$ cat src/rtl/register_file_pkg.sv
// cpu_defs: definitions shared between the register file and the CPU datapath.
//   REG_ZERO / REG_RA : hard-wired zero register and the link register ($31)
//   regdst_e          : RegDst selector codes for the destination register mux
//   regdst_sel()      : reference destination selection (rt, rd or $31)
package cpu_defs;

  localparam int DATA_W_DEFAULT = 32;
  localparam int ADDR_W_DEFAULT = 5;

  localparam logic [4:0] REG_ZERO = 5'd0;
  localparam logic [4:0] REG_RA   = 5'd31;

  typedef enum logic [1:0] {
    REGDST_RA = 2'b00,
    REGDST_RT = 2'b01,
    REGDST_RD = 2'b10
  } regdst_e;

  // 2'b11 is unused by the control unit; it maps to $0 so a stray code
  // can never clobber a live register.
  function automatic logic [4:0] regdst_sel(regdst_e sel, logic [4:0] rt, logic [4:0] rd);
    logic [4:0] dst;
    case (sel)
      REGDST_RA: dst = REG_RA;
      REGDST_RT: dst = rt;
      REGDST_RD: dst = rd;
      default:   dst = REG_ZERO;
    endcase
    return dst;
  endfunction

endpackage

$ cat src/rtl/register_file_if.sv
// register_file_if: all non-clock/reset signals between the CPU datapath
// (master) and the register file (slave).
//   write side : RegWre, WriteReg, WriteData
//   read side  : ReadReg1/ReadData1, ReadReg2/ReadData2 (operands),
//                DbgReg/DbgData (board display)
//   status     : LastWrReg, LastWrData, WrCount
interface register_file_if #(
  parameter int DATA_W = 32,
  parameter int ADDR_W = 5
);

  logic              RegWre;
  logic [ADDR_W-1:0] WriteReg;
  logic [DATA_W-1:0] WriteData;
  logic [ADDR_W-1:0] ReadReg1;
  logic [ADDR_W-1:0] ReadReg2;
  logic [DATA_W-1:0] ReadData1;
  logic [DATA_W-1:0] ReadData2;
  logic [ADDR_W-1:0] DbgReg;
  logic [DATA_W-1:0] DbgData;
  logic [ADDR_W-1:0] LastWrReg;
  logic [DATA_W-1:0] LastWrData;
  logic [7:0]        WrCount;

  modport master (
    output RegWre, WriteReg, WriteData, ReadReg1, ReadReg2, DbgReg,
    input  ReadData1, ReadData2, DbgData, LastWrReg, LastWrData, WrCount
  );

  modport slave (
    input  RegWre, WriteReg, WriteData, ReadReg1, ReadReg2, DbgReg,
    output ReadData1, ReadData2, DbgData, LastWrReg, LastWrData, WrCount
  );

endinterface

$ cat src/rtl/register_file_read_port.sv
// regfile_read_port: one combinational read port of the register file.
//   rst_n_i   : active-low reset; forces the port to read 0
//   addr_i    : register number to read
//   regs_i    : view of the whole register array (entry 0 tied to 0)
//   wr_en_i / wr_addr_i / wr_data_i : write presented this cycle (bypass)
//   rd_data_o : selected value
module regfile_read_port
  import cpu_defs::*;
#(
  parameter int DATA_W = DATA_W_DEFAULT,
  parameter int ADDR_W = ADDR_W_DEFAULT
) (
  input  logic                                rst_n_i,
  input  logic [ADDR_W-1:0]                   addr_i,
  input  logic [(2**ADDR_W)-1:0][DATA_W-1:0]  regs_i,
  input  logic                                wr_en_i,
  input  logic [ADDR_W-1:0]                   wr_addr_i,
  input  logic [DATA_W-1:0]                   wr_data_i,
  output logic [DATA_W-1:0]                   rd_data_o
);

  localparam logic [ADDR_W-1:0] ZERO_ADDR = ADDR_W'(REG_ZERO);

  // Priority: reset, then $0, then the in-flight write, then storage.
  // Checking $0 before the bypass keeps a write aimed at $0 invisible.
  always_comb begin
    rd_data_o = '0;
    if (!rst_n_i || addr_i == ZERO_ADDR) begin
      rd_data_o = '0;
    end else if (wr_en_i && addr_i == wr_addr_i) begin
      rd_data_o = wr_data_i;
    end else begin
      rd_data_o = regs_i[addr_i];
    end
  end

endmodule

$ cat src/rtl/register_file.sv
// register_file: 32 x 32-bit MIPS general-purpose register file.
//   CLK   : system clock, all state updates on the rising edge
//   Reset : asynchronous active-low reset, clears storage and write status
//   bus   : register_file_if.slave carrying the write port, two operand
//           read ports, the debug read port and last-write status
// $0 is not stored. Reads are combinational with write-through bypass so
// a read in the same cycle as a write returns the new value.
module register_file
  import cpu_defs::*;
#(
  parameter int DATA_W = DATA_W_DEFAULT,
  parameter int ADDR_W = ADDR_W_DEFAULT
) (
  input  logic           CLK,
  input  logic           Reset,
  register_file_if.slave bus
);

  localparam int                NREG      = 2**ADDR_W;
  localparam logic [ADDR_W-1:0] ZERO_ADDR = ADDR_W'(REG_ZERO);

  logic [NREG-1:1][DATA_W-1:0] regs_q, regs_d;
  logic [ADDR_W-1:0]           last_reg_q, last_reg_d;
  logic [DATA_W-1:0]           last_data_q, last_data_d;
  logic [7:0]                  wr_count_q, wr_count_d;

  logic                        wr_commit;
  logic [NREG-1:0][DATA_W-1:0] regs_view;

  assign wr_commit = bus.RegWre && (bus.WriteReg != ZERO_ADDR);

  always_comb begin
    regs_d      = regs_q;
    last_reg_d  = last_reg_q;
    last_data_d = last_data_q;
    wr_count_d  = wr_count_q;
    if (wr_commit) begin
      regs_d[bus.WriteReg] = bus.WriteData;
      last_reg_d           = bus.WriteReg;
      last_data_d          = bus.WriteData;
      wr_count_d           = wr_count_q + 8'd1;
    end
  end

  always_ff @(posedge CLK or negedge Reset) begin
    if (!Reset) begin
      regs_q      <= '0;
      last_reg_q  <= '0;
      last_data_q <= '0;
      wr_count_q  <= '0;
    end else begin
      regs_q      <= regs_d;
      last_reg_q  <= last_reg_d;
      last_data_q <= last_data_d;
      wr_count_q  <= wr_count_d;
    end
  end

  // Read ports index the full address space; slot 0 is a constant zero.
  always_comb begin
    regs_view    = '0;
    regs_view[0] = '0;
    for (int i = 1; i < NREG; i++) begin
      regs_view[i] = regs_q[i];
    end
  end

  regfile_read_port #(.DATA_W(DATA_W), .ADDR_W(ADDR_W)) u_rd1 (
    .rst_n_i   (Reset),
    .addr_i    (bus.ReadReg1),
    .regs_i    (regs_view),
    .wr_en_i   (bus.RegWre),
    .wr_addr_i (bus.WriteReg),
    .wr_data_i (bus.WriteData),
    .rd_data_o (bus.ReadData1)
  );

  regfile_read_port #(.DATA_W(DATA_W), .ADDR_W(ADDR_W)) u_rd2 (
    .rst_n_i   (Reset),
    .addr_i    (bus.ReadReg2),
    .regs_i    (regs_view),
    .wr_en_i   (bus.RegWre),
    .wr_addr_i (bus.WriteReg),
    .wr_data_i (bus.WriteData),
    .rd_data_o (bus.ReadData2)
  );

  regfile_read_port #(.DATA_W(DATA_W), .ADDR_W(ADDR_W)) u_dbg (
    .rst_n_i   (Reset),
    .addr_i    (bus.DbgReg),
    .regs_i    (regs_view),
    .wr_en_i   (bus.RegWre),
    .wr_addr_i (bus.WriteReg),
    .wr_data_i (bus.WriteData),
    .rd_data_o (bus.DbgData)
  );

  assign bus.LastWrReg  = last_reg_q;
  assign bus.LastWrData = last_data_q;
  assign bus.WrCount    = wr_count_q;

endmodule

$ cat src/flat_wrapper.sv
// flat-port wrapper written by rule: the top's interface ports become plain ports
module register_file_flat import cpu_defs::*;
#(
  parameter int DATA_W = DATA_W_DEFAULT,
  parameter int ADDR_W = ADDR_W_DEFAULT
)
  (CLK, Reset, bus_RegWre, bus_WriteReg, bus_WriteData, bus_ReadReg1, bus_ReadReg2, bus_DbgReg, bus_ReadData1, bus_ReadData2, bus_DbgData, bus_LastWrReg, bus_LastWrData, bus_WrCount);
  register_file_if #(.DATA_W(DATA_W), .ADDR_W(ADDR_W)) bus_i ();
  input  logic CLK;
  input  logic Reset;
  input wire logic [$bits(bus_i.RegWre)-1:0] bus_RegWre;
  input wire logic [$bits(bus_i.WriteReg)-1:0] bus_WriteReg;
  input wire logic [$bits(bus_i.WriteData)-1:0] bus_WriteData;
  input wire logic [$bits(bus_i.ReadReg1)-1:0] bus_ReadReg1;
  input wire logic [$bits(bus_i.ReadReg2)-1:0] bus_ReadReg2;
  input wire logic [$bits(bus_i.DbgReg)-1:0] bus_DbgReg;
  output wire logic [$bits(bus_i.ReadData1)-1:0] bus_ReadData1;
  output wire logic [$bits(bus_i.ReadData2)-1:0] bus_ReadData2;
  output wire logic [$bits(bus_i.DbgData)-1:0] bus_DbgData;
  output wire logic [$bits(bus_i.LastWrReg)-1:0] bus_LastWrReg;
  output wire logic [$bits(bus_i.LastWrData)-1:0] bus_LastWrData;
  output wire logic [$bits(bus_i.WrCount)-1:0] bus_WrCount;
  assign bus_i.RegWre = bus_RegWre;
  assign bus_i.WriteReg = bus_WriteReg;
  assign bus_i.WriteData = bus_WriteData;
  assign bus_i.ReadReg1 = bus_ReadReg1;
  assign bus_i.ReadReg2 = bus_ReadReg2;
  assign bus_i.DbgReg = bus_DbgReg;
  assign bus_ReadData1 = bus_i.ReadData1;
  assign bus_ReadData2 = bus_i.ReadData2;
  assign bus_DbgData = bus_i.DbgData;
  assign bus_LastWrReg = bus_i.LastWrReg;
  assign bus_LastWrData = bus_i.LastWrData;
  assign bus_WrCount = bus_i.WrCount;
  register_file #(.DATA_W(DATA_W), .ADDR_W(ADDR_W)) u_core (.CLK(CLK), .Reset(Reset), .bus(bus_i));
endmodule
$ cat config.mk
export PLATFORM = sky130hd
export DESIGN_NAME = register_file_flat
export DESIGN_NICKNAME = d
export VERILOG_FILES = /design/src/rtl/register_file_pkg.sv /design/src/rtl/register_file_if.sv /design/src/rtl/register_file_read_port.sv /design/src/rtl/register_file.sv /design/src/flat_wrapper.sv
export SDC_FILE = /design/constraint.sdc
export NUM_CORES = 2
export LEC_CHECK = 0
export CORE_MARGIN = 2
export CORE_UTILIZATION = 63
export CTS_CLUSTER_DIAMETER = 100
export DETAILED_ROUTE_END_ITERATION = 16
export PLACE_DENSITY = 0.79
export SLEW_MARGIN = 15
export SYNTH_ARGS = -nofsm -noshare
export SYNTH_HDL_FRONTEND = slang
export SYNTH_SLANG_ARGS = --single-unit
$ cat constraint.sdc
create_clock -name CLK -period 2.3 [get_ports CLK]
set_input_delay 0.23 -clock CLK [delete_from_list [all_inputs] [get_ports CLK]]
set_output_delay 0.23 -clock CLK [all_outputs]
set_load 0.05 [all_outputs]
==> run summary <==
The flow ran to the end, but the final reports show violations. The final reports fail on setup timing. The initial core utilization is 0.634. After global routing, the most crowded layer is met2.

The run gives 1040 ps as the reg-to-reg setup timing slack. The number of placement rows was 118; the gate count of the mapped netlist was 4940. The final period demand of the worst path was 3040 ps; the via total after detailed routing was 56571.

After detailed routing, the number of vias per cell comes to 7.87. After detailed routing, the average wire length per cell comes to 38.7 um. The final layout contains 5758 nets. The mapped netlist covers 0.0654 sq mm. Setup violations remaining at the end of the flow were counted as 97. TritonCTS created 116 clock buffers. Post-route clock period utilization: 1.32. Via count of the first global-routing pass: 56387.

The root buffer cell chosen for the clock tree is sky130_fd_sc_hd__clkbuf_16. Clock skew on the completed layout was measured at 6.52 ps. Across the VDD grid, the largest voltage drop is 949 uV. For the global-route track usage on met1, the log shows 0.626.

Of all nets on the critical path, the largest fanout is 4. The worst path setup slack after routing is -736 ps, and the area share of the leading cell type in the synthesized netlist is 0.397. Port buffering added 195 buffers.

The fraction of registers with async set/reset works out to 1.00. The tools report the type of origin of the critical path as a register. The depth of the most critical reg-to-reg path was 5; the number of max-slew violations in the final report was 0. The clock drives 1037 sinks. The number of nets produced by synthesis was 4996. STA classifies the critical path endpoint as an output pin. Clock-pin slew was measured on the worst setup and hold paths at 70 ps. For this run, the top clock speed supported by timing is 329 MHz.

At the pin with the least slew margin, the transition time is 1280 ps. Routability-driven placement finished with a final weighted congestion of 1.04. For this design the top-level I/O count stands at 196. The top flip-flop cell by instance count after synthesis was sky130_fd_sc_hd__dfrtp_1. The overall power of the completed layout is 0.0675 W, and the worst relative slew slack is 0.149. From left edge to right edge, the die measures 326 um. Compared with the post-synthesis result, the final layout area differs by 28.5%. In this run, distinct cell masters in the synthesized netlist total 65.

The share of cells above drive strength 1 came out at 0.574. Yosys warning count: 0. The tools report the cell leakage power as 36.7 nW. Classification of the worst-slack hold path: in2async. For the placement-stage worst setup slack, the log shows -507 ps. The count of final hold-check violations came out at 0. The area of the core came out at 0.103 sq mm. The detailed router finished its first iteration with 9159 violations. The tools report the number of max-cap violations as 0. The met3 capacity usage during global routing came out at 0.245. The run gives 2070 ps as the required time of the critical path.

Start-to-end type of the worst setup path: reg2out. In this run the vertical extent of the chip is 326 um. The worst register-to-register path ends at u_core.regs_q[526]$_DFFE_PN0P_. Overall routing resource usage: 0.509. The detail route stage leaves a number of antenna-violating nets equal to 0. The startpoint of the lowest-slack register-to-register path was u_core.regs_q[526]$_DFFE_PN0P_. After global routing the overflow that remains totals 0. Setup repair after global routing could not meet its margin everywhere. In this run the deepest clock path goes through 3 buffers. The power density over the cells was 803 mW/mm^2. Entering global routing, the biggest net connects 162 pins. The critical path data arrival time was 2810 ps.

The run gives 0.397 as the sequential fraction of the synthesis area. The run gives 15 as the number of antenna violations at the first check in global routing. sky130_fd_sc_hd__dfrtp_1 takes more of the synthesized area than any other cell.

The wire length of the first global-routing pass came out at 393000 um. In the post-synthesis netlist, the biggest area contributors are sky130_fd_sc_hd__dfrtp_1 40%, sky130_fd_sc_hd__mux2_2 21%, sky130_fd_sc_hd__mux4_2 15%, sky130_fd_sc_hd__mux2i_1 6.7%, sky130_fd_sc_hd__a22oi_1 1.6%. The H-tree was split into 3 levels. The full die area was 0.106 sq mm. The first TritonRoute pass finished after 7 iterations. For the overall routed net length, the log shows 278000 um. A synthesized cell averages 13.2 sq um.

The number of synthesized flops with an enable pin works out to 0. TritonCTS built the clock tree. The met2 layer usage reported by global route was 0.700. The clock insertion delay at the later pin of the skew report is 730 ps.

Counting flops and latches in the post-synthesis netlist gives 1037. In the routed design, unresolved DRC markers number 0. The HPWL after detailed placement is 178000 um.
[registers in the layout (all words and copies together), names as in the netlist]
register	cells
u_core.bus.WrCount	8
u_core.bus.LastWrData	32
u_core.bus.LastWrReg	5
u_core.regs_q	992
[area by class of cell]
type | count | area [sq um]
Sequential cell | 1037 | 25900
Multi-Input combinational cell | 3351 | 39100
Clock buffer | 157 | 3380
Clock inverter | 57 | 855
Inverter | 1 | 3.75
Timing Repair Buffer | 1195 | 13000
Fill cell | 5237 | 19200
Antenna cell | 9 | 22.5
Tap cell | 1380 | 1730
[synth_stat cells (40+ instances only)]
master,number
sky130_fd_sc_hd__a21oi_1,91
sky130_fd_sc_hd__a221oi_1,113
sky130_fd_sc_hd__a22o_1,44
sky130_fd_sc_hd__a22oi_1,142
sky130_fd_sc_hd__a31oi_1,53
sky130_fd_sc_hd__buf_2,188
sky130_fd_sc_hd__buf_4,70
sky130_fd_sc_hd__clkbuf_1,211
sky130_fd_sc_hd__dfrtp_1,1037
sky130_fd_sc_hd__mux2_2,1207
sky130_fd_sc_hd__mux2i_1,441
sky130_fd_sc_hd__mux4_2,445
sky130_fd_sc_hd__nand2_1,244
sky130_fd_sc_hd__nor2_1,40
sky130_fd_sc_hd__o21ai_0,142
[critical path, stage by stage, from the launching register on]
cell and delay (ps):
sky130_fd_sc_hd__dfrtp_1 430, sky130_fd_sc_hd__mux4_2 470, sky130_fd_sc_hd__mux4_2 560, sky130_fd_sc_hd__o211ai_1 140
sky130_fd_sc_hd__o211ai_1 130, sky130_fd_sc_hd__buf_4 190, sky130_fd_sc_hd__buf_12 150
[worst max path at each step]
stage,start,end,slack [ps],cells past startpoint
floorplan,bus_ReadReg2[0],bus_ReadData2[0],-100,9
global placement,bus_ReadReg2[0],bus_ReadData2[31],-510,8
detailed placement,bus_ReadReg1[0],bus_ReadData1[26],-510,9
CTS,u_core.regs_q[639]$_DFFE_PN0P_,bus_DbgData[31],-690,5
global route,u_core.regs_q[670]$_DFFE_PN0P_,bus_ReadData1[30],-740,6
finish,u_core.regs_q[126]$_DFFE_PN0P_,bus_ReadData1[30],-740,6
[power breakdown]
group | internal, W | switching (W) | total (W) | leakage [nW]
Clock | 0.0126 | 0.00826 | 0.0209 | 2.07
Combinational | 0.0113 | 0.00981 | 0.0211 | 21.3
Sequential | 0.0218 | 0.00376 | 0.0255 | 13.3
[what timing repair did]
item	4_1_cts	5_1_grt
buffers inserted	154	59
gates resized for setup	291	168
cloned	1	1
hold buffers	1	0
hold endpoints to repair	420	0
endpoints found under the setup margin	96	277
pin swaps	139	108
[layout by cell type (no fill, tap or decap), types with 29 or more instances in the layout]
cell type / n
sky130_fd_sc_hd__clkdlybuf4s50_1: 79
sky130_fd_sc_hd__dfrtp_1: 1037
sky130_fd_sc_hd__o21ai_0: 102
sky130_fd_sc_hd__nand2_1: 220
sky130_fd_sc_hd__mux2_4: 41
sky130_fd_sc_hd__a31oi_4: 35
sky130_fd_sc_hd__a22o_1: 44
sky130_fd_sc_hd__buf_12: 276
sky130_fd_sc_hd__mux2i_2: 29
sky130_fd_sc_hd__buf_4: 754
sky130_fd_sc_hd__clkbuf_16: 120
sky130_fd_sc_hd__mux4_2: 468
sky130_fd_sc_hd__buf_6: 63
sky130_fd_sc_hd__a221oi_1: 70
sky130_fd_sc_hd__a21oi_2: 38
sky130_fd_sc_hd__a221o_1: 29
sky130_fd_sc_hd__nand3b_1: 29
sky130_fd_sc_hd__mux2i_1: 398
sky130_fd_sc_hd__a21oi_1: 44
sky130_fd_sc_hd__mux2_2: 1166
sky130_fd_sc_hd__o21ai_1: 40
sky130_fd_sc_hd__a22oi_1: 133
[cell families (layout without fill, tap and decap cells)]
kind of cell,count (synthesis),in the layout,share of synthesized area
multiplexers,2122,2122,0.439
flip-flops,1037,1037,0.397
AO/OA/AOI/OAI,772,772,0.0851
buffers and inverters,552,1410,0.0446
AND/OR/NAND/NOR,434,434,0.0312
XOR/XNOR,22,22,0.00295
adder cells (fa/ha/maj),1,1,0.000191
other,0,9,0
[metrics by stage]
| stage | instances | util | cell area (sq um) | setup TNS, ps | hold slack, ps |
|---|---|---|---|---|---|
| after floorplan | 4940 | - | 66100 | -184 | -65.6 |
| after global placement | 6772 | 0.740 | 76400 | -120870 | 103 |
| after detailed placement | 6772 | 0.740 | 76400 | -140000 | 105 |
| after CTS | 7128 | 0.803 | 82800 | -39130 | 161 |
| after global routing | 7181 | 0.814 | 84000 | -42050 | 46.1 |
| final | 7187 | 0.814 | 84000 | -42150 | 87.7 |
[routing by layer]
layer | share of wire | wire length [um]
met1 | 0.33 | 91100
met2 | 0.41 | 114000
met3 | 0.17 | 47800
met4 | 0.092 | 25500
met5 | 0.00026 | 71
Note: power is estimated with default switching activity, not from simulation.
